File: src/rtl/barrel_shift_arbiter_if.sv
// Request/result bundle between two requesters, the result consumer and barrel_shift_arbiter.
// master = requesters and consumer side, slave = arbiter side.
interface barrel_shift_arbiter_if;
  logic       req0_valid;
  logic       req0_ready;
  logic [7:0] req0_data;
  logic       req0_dir;
  logic [2:0] req0_shamt;
  logic       req0_rot;

  logic       req1_valid;
  logic       req1_ready;
  logic [7:0] req1_data;
  logic       req1_dir;
  logic [2:0] req1_shamt;
  logic       req1_rot;

  logic       res_valid;
  logic       res_ready;
  logic [7:0] res_data;
  logic       res_id;

  modport master (
    output req0_valid, req0_data, req0_dir, req0_shamt, req0_rot,
    output req1_valid, req1_data, req1_dir, req1_shamt, req1_rot,
    output res_ready,
    input  req0_ready, req1_ready, res_valid, res_data, res_id
  );

  modport slave (
    input  req0_valid, req0_data, req0_dir, req0_shamt, req0_rot,
    input  req1_valid, req1_data, req1_dir, req1_shamt, req1_rot,
    input  res_ready,
    output req0_ready, req1_ready, res_valid, res_data, res_id
  );
endinterface

File: src/rtl/barrel_shift_arbiter.sv
// Round-robin arbiter sharing one 8-bit barrel shifter between two requesters.
// Rotates (two shifter passes via PASS2) exist only when BARREL_SHIFT_ARB_ROTATE_EN is defined.
module barrel_shift_arbiter #(
  parameter int unsigned INIT_PRIO = 0
) (
  input logic                   clk,
  input logic                   rst,
  barrel_shift_arbiter_if.slave bus
);

  typedef enum logic [1:0] {StIdle, StPass2, StDone} state_e;

  state_e     state_q;
  logic       prio_q;
  logic       cont_q;
  logic       res_valid_q;
  logic       res_id_q;
  logic [7:0] res_data_q;

  logic       in_idle;
  logic       grant0;
  logic       grant1;
  logic       accept;
  logic [7:0] in_data;
  logic       in_dir;
  logic [2:0] in_shamt;

  logic [7:0] sh_data;
  logic       sh_dir;
  logic [2:0] sh_amt;
  logic [7:0] sh_out;

`ifdef BARREL_SHIFT_ARB_ROTATE_EN
  logic       in_rot;
  logic [7:0] data_q;
  logic       dir_q;
  logic [2:0] shamt_q;
  logic [7:0] partial_q;

  assign in_rot = grant1 ? bus.req1_rot : bus.req0_rot;
`else
  logic unused_rot;
  assign unused_rot = bus.req0_rot ^ bus.req1_rot;
`endif

  // Priority holder wins only when both requesters are valid.
  assign in_idle = (state_q == StIdle) && !rst;
  assign grant0  = bus.req0_valid && (!bus.req1_valid || !prio_q);
  assign grant1  = bus.req1_valid && (!bus.req0_valid || prio_q);
  assign accept  = in_idle && (grant0 || grant1);

  assign bus.req0_ready = in_idle && grant0;
  assign bus.req1_ready = in_idle && grant1;

  assign in_data  = grant1 ? bus.req1_data  : bus.req0_data;
  assign in_dir   = grant1 ? bus.req1_dir   : bus.req0_dir;
  assign in_shamt = grant1 ? bus.req1_shamt : bus.req0_shamt;

  // Shared shifter; select inputs idle at zero whenever its output is not sampled.
  always_comb begin
    sh_data = '0;
    sh_dir  = 1'b0;
    sh_amt  = '0;
    if (accept) begin
      sh_data = in_data;
      sh_dir  = in_dir;
      sh_amt  = in_shamt;
    end
`ifdef BARREL_SHIFT_ARB_ROTATE_EN
    else if (state_q == StPass2) begin
      sh_data = data_q;
      sh_dir  = !dir_q;
      sh_amt  = 3'(4'd8 - {1'b0, shamt_q});
    end
`endif
    sh_out = sh_dir ? (sh_data << sh_amt) : (sh_data >> sh_amt);
  end

  always_ff @(posedge clk) begin
    if (rst) begin
      state_q     <= StIdle;
      prio_q      <= INIT_PRIO[0];
      cont_q      <= 1'b0;
      res_valid_q <= 1'b0;
      res_data_q  <= '0;
      res_id_q    <= 1'b0;
`ifdef BARREL_SHIFT_ARB_ROTATE_EN
      data_q      <= '0;
      dir_q       <= 1'b0;
      shamt_q     <= '0;
      partial_q   <= '0;
`endif
    end else begin
      unique case (state_q)
        StIdle: begin
          if (accept) begin
            res_id_q <= grant1;
            cont_q   <= bus.req0_valid && bus.req1_valid;
`ifdef BARREL_SHIFT_ARB_ROTATE_EN
            data_q   <= in_data;
            dir_q    <= in_dir;
            shamt_q  <= in_shamt;
            if (in_rot && (in_shamt != 3'd0)) begin
              partial_q <= sh_out;
              state_q   <= StPass2;
            end else begin
              res_data_q  <= sh_out;
              res_valid_q <= 1'b1;
              state_q     <= StDone;
            end
`else
            res_data_q  <= sh_out;
            res_valid_q <= 1'b1;
            state_q     <= StDone;
`endif
          end
        end
`ifdef BARREL_SHIFT_ARB_ROTATE_EN
        StPass2: begin
          res_data_q  <= partial_q | sh_out;
          res_valid_q <= 1'b1;
          state_q     <= StDone;
        end
`endif
        StDone: begin
          if (bus.res_ready) begin
            res_valid_q <= 1'b0;
            state_q     <= StIdle;
            // Hand priority over only if the other requester was actually waiting.
            if (cont_q) prio_q <= !res_id_q;
          end
        end
        default: state_q <= StIdle;
      endcase
    end
  end

  assign bus.res_valid = res_valid_q;
  assign bus.res_data  = res_data_q;
  assign bus.res_id    = res_id_q;

endmodule

File: src/flat_wrapper.sv
// flat-port wrapper written by rule: the top's interface ports become plain ports
module barrel_shift_arbiter_flat 
#(
  parameter int unsigned INIT_PRIO = 0
)
  (clk, rst, bus_req0_valid, bus_req0_data, bus_req0_dir, bus_req0_shamt, bus_req0_rot, bus_req1_valid, bus_req1_data, bus_req1_dir, bus_req1_shamt, bus_req1_rot, bus_res_ready, bus_req0_ready, bus_req1_ready, bus_res_valid, bus_res_data, bus_res_id);
  barrel_shift_arbiter_if bus_i ();
  input logic clk;
  input logic rst;
  input wire logic [$bits(bus_i.req0_valid)-1:0] bus_req0_valid;
  input wire logic [$bits(bus_i.req0_data)-1:0] bus_req0_data;
  input wire logic [$bits(bus_i.req0_dir)-1:0] bus_req0_dir;
  input wire logic [$bits(bus_i.req0_shamt)-1:0] bus_req0_shamt;
  input wire logic [$bits(bus_i.req0_rot)-1:0] bus_req0_rot;
  input wire logic [$bits(bus_i.req1_valid)-1:0] bus_req1_valid;
  input wire logic [$bits(bus_i.req1_data)-1:0] bus_req1_data;
  input wire logic [$bits(bus_i.req1_dir)-1:0] bus_req1_dir;
  input wire logic [$bits(bus_i.req1_shamt)-1:0] bus_req1_shamt;
  input wire logic [$bits(bus_i.req1_rot)-1:0] bus_req1_rot;
  input wire logic [$bits(bus_i.res_ready)-1:0] bus_res_ready;
  output wire logic [$bits(bus_i.req0_ready)-1:0] bus_req0_ready;
  output wire logic [$bits(bus_i.req1_ready)-1:0] bus_req1_ready;
  output wire logic [$bits(bus_i.res_valid)-1:0] bus_res_valid;
  output wire logic [$bits(bus_i.res_data)-1:0] bus_res_data;
  output wire logic [$bits(bus_i.res_id)-1:0] bus_res_id;
  assign bus_i.req0_valid = bus_req0_valid;
  assign bus_i.req0_data = bus_req0_data;
  assign bus_i.req0_dir = bus_req0_dir;
  assign bus_i.req0_shamt = bus_req0_shamt;
  assign bus_i.req0_rot = bus_req0_rot;
  assign bus_i.req1_valid = bus_req1_valid;
  assign bus_i.req1_data = bus_req1_data;
  assign bus_i.req1_dir = bus_req1_dir;
  assign bus_i.req1_shamt = bus_req1_shamt;
  assign bus_i.req1_rot = bus_req1_rot;
  assign bus_i.res_ready = bus_res_ready;
  assign bus_req0_ready = bus_i.req0_ready;
  assign bus_req1_ready = bus_i.req1_ready;
  assign bus_res_valid = bus_i.res_valid;
  assign bus_res_data = bus_i.res_data;
  assign bus_res_id = bus_i.res_id;
  barrel_shift_arbiter #(.INIT_PRIO(INIT_PRIO)) u_core (.clk(clk), .rst(rst), .bus(bus_i));
endmodule
File: config.mk
export PLATFORM = sky130hd
export DESIGN_NAME = barrel_shift_arbiter_flat
export DESIGN_NICKNAME = d
export VERILOG_FILES = /design/src/rtl/barrel_shift_arbiter_if.sv /design/src/rtl/barrel_shift_arbiter.sv /design/src/flat_wrapper.sv
export SDC_FILE = /design/constraint.sdc
export NUM_CORES = 1
export LEC_CHECK = 0
export CELL_PAD_IN_SITES_DETAIL_PLACEMENT = 2
export CELL_PAD_IN_SITES_GLOBAL_PLACEMENT = 2
export CORE_AREA = 2 2 77 79
export DETAILED_ROUTE_END_ITERATION = 10
export DIE_AREA = 0 0 79 81
export DONT_BUFFER_PORTS = 1
export PLACE_DENSITY = 0.7
export SLEW_MARGIN = 25
export SYNTH_ARGS = -nofsm -noshare
export SYNTH_HDL_FRONTEND = slang
export SYNTH_SLANG_ARGS = --single-unit
File: constraint.sdc
create_clock -name clk -period 2.67 [get_ports clk]
set_input_delay 0.4005 -clock clk [delete_from_list [all_inputs] [get_ports clk]]
set_output_delay 0.4005 -clock clk [all_outputs]
set_load 0.01 [all_outputs]
# Yosys cells after proc, flatten, opt, wreduce, memory -nomap -nowiden
# Cells that the tools add are included.
[op_classes] n_eq_ne=3 shift=2 n_mux=13 reduce_logical=21
[ops] cell="2-to-1 mux 8 bit" count=3
[ops] cell="<< shifter 8 x 3 -> 8 bit" count=1
[ops] cell="right shift 8 x 3 -> 8 bit" count=1
[ops] cell="logical AND 1 bit" count=7
[ops] cell="2-to-1 mux 3 bit" count=2
[ops] cell="AND reduction 3 bit" count=2
[ops] cell="zero test 1 bit" count=5
[ops] cell="2-to-1 mux 1 bit" count=4
[ops] cell="2-to-1 mux 2 bit" count=2
[ops] cell="case mux 2 bit (2 select lines)" count=1
[ops] cell="AND reduction 2 bit" count=2
[ops] cell="logical OR 1 bit" count=3
[ops] cell="== test 2 bit (second input constant)" count=1
[ops] cell="zero test 2 bit" count=1
[ops] cell="inequality test 2 x 1 -> 1 bit (second input constant)" count=1
[ops] cell="inequality test 2 bit (second input constant)" count=1
[ops] cell="case mux 1 bit (2 select lines)" count=1
[ops] cell="nonzero test 2 bit" count=1
[totals] reg_bits=14 input_bits=31 output_inout_bits=12 wordCells=45

# Longest topological paths before layout
# Gate-level depths: netlist (run 1).
[depth] ltp_word=8 mapped_depth=8 ltp_nobuf=6

# Least setup slack after synthesis (run 1)
# OpenSTA, ideal clock, no wires.
[synth_timing] path_kind="input -> register" startpoint="input port rst" endpoint="register u_core.res_data_q[4] (netlist: u_core.bus.res_data[4])" setup_ns=0.121 arrival_ns=1.812 required_time_ns=2.549 slack_ns=0.737 path_stages=7 path_buffers=2 cell_sequence="or2_1 buf_6 or2_1 buf_6 or4_4 a31oi_1 a21oi_1"
[synth_via] elab_chain_len=6 word_cells_on_any_way=10 cone_classes="shift: 2; mux: 4; reduce/logical: 4"
[synth_lines] item="start: declaration" line_no="flat_wrapper.sv:9" source="input logic rst;"
[synth_lines] item="zero test 1 bit" line_no="barrel_shift_arbiter.sv:47" source="assign in_idle = (state_q == StIdle) && !rst;"
[synth_lines] item="logical AND 1 bit" line_no="barrel_shift_arbiter.sv:47"
[synth_lines] item="logical AND 1 bit" line_no="barrel_shift_arbiter.sv:50" source="assign accept = in_idle && (grant0 || grant1);"
[synth_lines] item="2-to-1 mux 8 bit / 2-to-1 mux 3 bit (equally long branches)" line_no="barrel_shift_arbiter.sv:64" source="if (accept) begin"
[synth_lines] item="right shift 8 x 3 -> 8 bit / << shifter 8 x 3 -> 8 bit (equally long branches)" line_no="barrel_shift_arbiter.sv:76" source="sh_out = sh_dir ? (sh_data << sh_amt) : (sh_data >> sh_amt);"
[synth_lines] item="2-to-1 mux 8 bit" line_no="barrel_shift_arbiter.sv:76"
[synth_lines] item="end signal: assignment" line_no="barrel_shift_arbiter.sv:112" source="res_data_q <= sh_out;"
[synth_lines] item="end: declaration" line_no="barrel_shift_arbiter.sv:18" source="logic [7:0] res_data_q;"
# Parallel ways exist; a longest one is shown, timed or not.
# A chain may end at the register's enable or synchronous reset.

# Final worst setup path (run 1)
[layout_timing] startpoint="register u_core.state_q[1]" endpoint="register u_core.res_data_q[2] (netlist: u_core.bus.res_data[2])"
[layout_via] elab_chain_len=6 word_cells_on_any_way=10 cone_classes="shift: 2; mux: 4; reduce/logical: 4"
[layout_lines] item="start: declaration" line_no="barrel_shift_arbiter.sv:13" source="state_e state_q;"
[layout_lines] item="start signal: assignment" line_no="barrel_shift_arbiter.sv:81" source="state_q <= StIdle;"
[layout_lines] item="start signal: assignment" line_no="barrel_shift_arbiter.sv:114" source="state_q <= StDone;"
[layout_lines] item="start signal: assignment" line_no="barrel_shift_arbiter.sv:128" source="state_q <= StIdle;"
[layout_lines] item="zero test 2 bit *" line_no="barrel_shift_arbiter.sv:47, barrel_shift_arbiter.sv:94"
[layout_lines] item="logical AND 1 bit" line_no="barrel_shift_arbiter.sv:47"
[layout_lines] item="logical AND 1 bit" line_no="barrel_shift_arbiter.sv:50"
[layout_lines] item="2-to-1 mux 8 bit / 2-to-1 mux 3 bit (equally long branches)" line_no="barrel_shift_arbiter.sv:64"
[layout_lines] item="right shift 8 x 3 -> 8 bit / << shifter 8 x 3 -> 8 bit (equally long branches)" line_no="barrel_shift_arbiter.sv:76"
[layout_lines] item="2-to-1 mux 8 bit" line_no="barrel_shift_arbiter.sv:76"
# Every way passes the cells marked *; elsewhere a longest branch is shown, timed or not.

==> results of run 1 <==
[metal layers]
layer / vias up / track usage [%] / wire (um)
li1: 790 / - / -
met1: 798 / 22.3 / 2470
met2: 40 / 31.4 / 2660
met3: 10 / 2.56 / 230
met4: 0 / 5.34 / 86
met5: - / 0 / 0
[kinds of logic after synthesis]
kind of cell	after synthesis	synth area share, %
mux	3	2.34
simple gates	81	30.8
compound gates	93	42.2
flops	12	18.0
buf+inv	18	6.65
[layout make-up]
class                      count  area, um^2
clock buffer                   3        41.3
fill                         728        4200
inverter                       5        18.8
multi-input combinational    177        1010
sequential                    12         240
tap                           75        93.8
timing repair buffer          10        75.1
[synthesized netlist by cell type (all sizes together)]
master  number
a21oi       26
o21ai       26
nand2       23
nand3       17
a31oi       16
nor2        14
dfxtp       12
clkbuf       7
buf          6
o211ai       6
inv          5
nor4b        5
a211oi       4
nand2b       4
nor3         4
o211a        4
nand3b       3
nand4        3
a21o         2
and3         2
mux2i        2
o21a         2
or2          2
a21bo        1
a21boi       1
a221o        1
a32oi        1
and4         1
mux2         1
nor2b        1
nor4         1
o221ai       1
o22ai        1
o31ai        1
or4          1
[registers in the layout, indices dropped and copies added, names as in the netlist]
name,flops
u_core.bus.res_data,8
u_core.cont_q,1
u_core.prio_q,1
u_core.bus.res_id,1
u_core.state_q,1
[critical path: stages (launching register included)]
cell      delay [ps]
dfxtp_1          390
or2_1            370
nor2_1           260
o21a_1           460
o21ai_0          200
o21ai_0          150
o221ai_1         150
[where the power goes]
part           internal (W)  leakage (nW)  total [W]  switching [W]
registers          0.000206        0.0998   0.000237      0.0000318
logic             0.0000732         0.445   0.000196       0.000123
clock network     0.0000988        0.0216   0.000159      0.0000599
total              0.000378         0.567   0.000592       0.000215
[through the flow]
step | instance area (um^2) | hold WS (ps) | total power [W]
floorplan | 1340 | 457 | 0.000384
global placement | 1440 | 471 | 0.000429
detailed placement | 1440 | 472 | 0.000437
CTS | 1480 | 223 | 0.000598
global route | 1480 | 225 | 0.000633
finish | 1480 | 228 | 0.000592
[worst paths after layout]
kind                     startpoint                      to  slack, ps
setup reg to reg  u_core.state_q[1]  u_core.bus.res_data[2]        550
hold reg to reg       u_core.cont_q           u_core.cont_q        490
hold / removal                  rst           u_core.cont_q        230
setup / recovery  u_core.state_q[1]  u_core.bus.res_data[2]        550
==> metrics.cfg, run 1 <==
[place]
hpwlAfterDp_um = 4450
gp_congestion = 0.815
portBuffers = 0
place_ws_ps = 538
place_inst = 279

[floorplan]
core_area_um2 = 5680
die_area_um2 = 6400
rows = 28
initial_core_util_pct = 23.5
die_w_um = 79
io_pins = 43
die_h_um = 81

[grt]
grt_pass1_vias = 1729
grt_pass1_wl_um = 9050
antenna_found_initial = 0
grt-ovfl-total = 0
grtUsageTotal_pct = 17.7
grt_max_degree = 26

[flow_run]
drv_cap = 0

[route]
dr.pass1.iters = 4
via_per_inst = 5.81
postRouteAntennaNets = 0
routed_wl_um = 5450
wire_per_inst_um = 19.3
route.detailed.drc = 0
via_count = 1638
drtIter0Drc = 55

[worst_setup_path]
crit_required_ps = 2770
cp.arrival_ps = 2220
start_kind = flop
path_class = flop to flop
cp-end-kind = flop
rr_worst_depth = 6
critical_path.max_fanout = 14

[clocking]
cts.path.max_buffers = 2
htree_num_levels = 1
cts_sinks = 12
clk_pin_slew_ps = 50
root_buffer = clkbuf_8
tritoncts = yes
cts_setup_buffers = 0
cts_buffers = 3
clock_latency_ps = 240
hold_buffers = 0
cts_resized = 0

[power_and_ir_drop]
power.density_nw_per_um2 = 401
ir_drop_v = 0.000147
leakage_nw = 0.567

[synthesis]
seq_area_frac_synth_pct = 18.0
syn-cell-area_um2 = 1340
yosysTopAreaCell = dfxtp_1
ys_types = 38
syn_area_per_cell_um2 = 6.46
ys_top_cells_by_area = dfxtp_1, a21oi_1, o21ai_0
synth.top_cell.area_share_pct = 18.0
yosys_warnings = 0
synth_fp_nets = 238
postSynthCellCount = 207
synth-seq-cells = 12

[timing]
finalClockSkew_ps = 1.89
min_period_ps = 2120
finalSetupTns_ps = 0
relSlewSlack_pct = 55.1
tightestPinTransition_ps = 670
layout_setup_ws_ps = 550
final-hold-violation-count = 0
report.final.slew_viol_count = 0
period_share_pct = 79.4
fmax_ghz = 0.472
rsz0062_at_grt = false
setup_violations = 0

[cells_and_area]
layout-drive-gt1-share_pct = 7.73
final_util_pct = 26.0
antenna_cells = 0
most-common-layout-cells = a21oi_1, o21ai_0, nand2_1
final_cells = 282
syn_to_final_growth_pct = 10.5
final_nets = 240
mostFrequentLayoutCell = a21oi_1

[hold_path]
min_path_type = input port to flop
min_path_cells = 1

[outcome]
status = finished clean

Note: power is estimated with default switching activity, not from simulation.
==> run 2, diff against run 1 <==
PLACE_DENSITY = 0.73   (was 0.7)
clock period = 1.7 ns   (was 2.67 ns; I/O delays follow)
==> metrics.cfg, run 2 (synthesis gave the netlist of run 1 again) <==
[worst_setup_path]
cp_num_buf_inv = 0
cp_top_family = simple AND/OR/NAND/NOR gates
cpMostUsedCell = or2_4
reg2reg_slack_ps = -60
crit_required_ps = 1820
critPathSlowestCell = or4_4
cpPeakStageDelay_ps = 580
cp-end-kind = flop
cp.arrival_ps = 1890
critical_path.max_fanout = 4
crit_chain = or2_4 -> or2_4 -> or4_4 -> a31oi_4 -> a21oi_2
path_class = flop to flop
start_kind = flop

[route]
postRouteAntennaNets = 0
via_per_inst = 5.63
dr.pass1.iters = 4
route.detailed.drc = 0
wire_per_inst_um = 20.4
routed_wl_um = 6410
via_count = 1775
drtIter0Drc = 44

[clocking]
cts_sinks = 12
clock_latency_ps = 240
cts.path.max_buffers = 2
tritoncts = yes
clk_pin_slew_ps = 50
root_buffer = clkbuf_8
cts_buffers = 3
htree_num_levels = 1

[timing]
final-hold-violation-count = 0
layout_setup_ws_ps = -63.1
period_share_pct = 104
report.final.slew_viol_count = 0
setup_violations = 3
tightestPinTransition_ps = 378
min_period_ps = 1760
hold_ws_ps = 88.9
fmax_ghz = 0.567
relSlewSlack_pct = 74.5
finalClockSkew_ps = 0.512
rsz0062_at_grt = true

[place]
placed_area_um2 = 1680
portBuffers = 0
hpwlAfterDp_um = 4870
gp_congestion = 0.895

[floorplan]
die_w_um = 79
core_area_um2 = 5680
initial_core_util_pct = 23.5
io_pins = 43
die_area_um2 = 6400
rows = 28
die_h_um = 81

[hold_path]
min_path_type = input port to flop

[cells_and_area]
mostFrequentLayoutCell = buf_4
final_nets = 272
final_cell_area_um2 = 2020
syn_to_final_growth_pct = 51.5
largest_register_ff_count = 8
most-common-layout-cells = buf_4, nand2_1, a21oi_1
antenna_cells = 0
layout-drive-gt1-share_pct = 37.9

[power_and_ir_drop]
leakage_nw = 0.780
ir_drop_v = 0.000345
power.density_nw_per_um2 = 563
finalPower_w = 0.00114

[grt]
grtUsageTotal_pct = 20.2
grt_max_degree = 26
grt-ovfl-total = 0
antenna_found_initial = 0
grt_pass1_wl_um = 10200
grt_pass1_vias = 1950

[flow_run]
drv_cap = 0

[outcome]
failed_checks = negative setup slack
status = finished, violations left

-- run 2: final timing paths --
path | to | start | cells after the start
setup / recovery | u_core.bus.res_data[4] | u_core.state_q[1] | 5
hold / removal | u_core.cont_q | rst | 1
hold reg to reg | u_core.cont_q | u_core.cont_q | 2
setup reg to reg | u_core.bus.res_data[4] | u_core.state_q[1] | 5
-- run 2: layout make-up --
class / count / area (um^2)
Tap cell: 75 / 93.8
Sequential cell: 12 / 248
Multi-Input combinational cell: 177 / 1260
Clock buffer: 4 / 55.1
Timing Repair Buffer: 42 / 347
Fill cell: 680 / 3650
Inverter: 5 / 18.8
-- run 2: where the power goes --
| part | switching (W) | internal (W) | total (W) | leakage, nW |
|---|---|---|---|---|
| logic | 0.000260 | 0.000207 | 0.000468 | 0.650 |
| clock network | 0.000102 | 0.000204 | 0.000306 | 0.0288 |
| registers | 0.0000441 | 0.000322 | 0.000366 | 0.101 |
| total | 0.000406 | 0.000734 | 0.00114 | 0.780 |
-- run 2: routing by layer --
metal  vias to the layer above  GRT usage, %  routed length, um
li1                        853             -                  -
met1                       881          25.5               2820
met2                        35          36.2               3270
met3                         6          2.89                245
met4                         0          5.17                 78
met5                         -             0                  0
-- run 2: what timing repair did --
item	in CTS	in global routing
hold buffers	0	0
setup buffers	1	1
cloned	0	0
gates resized for setup	31	42
endpoints found under the setup margin	9	8
hold endpoints to repair	0	0
pin swaps	7	9
-- run 2: metrics by stage --
stage               utilization, %  worst slack, ps  cells  TNS, ps
floorplan                        -             -143    207     -272
global placement              29.5             -203    309     -952
detailed placement            29.5             -342    309    -1820
CTS                           32.4            -37.0    314    -68.2
global route                  35.7            -93.5    315     -466
finish                        35.7            -63.1    315    -95.4
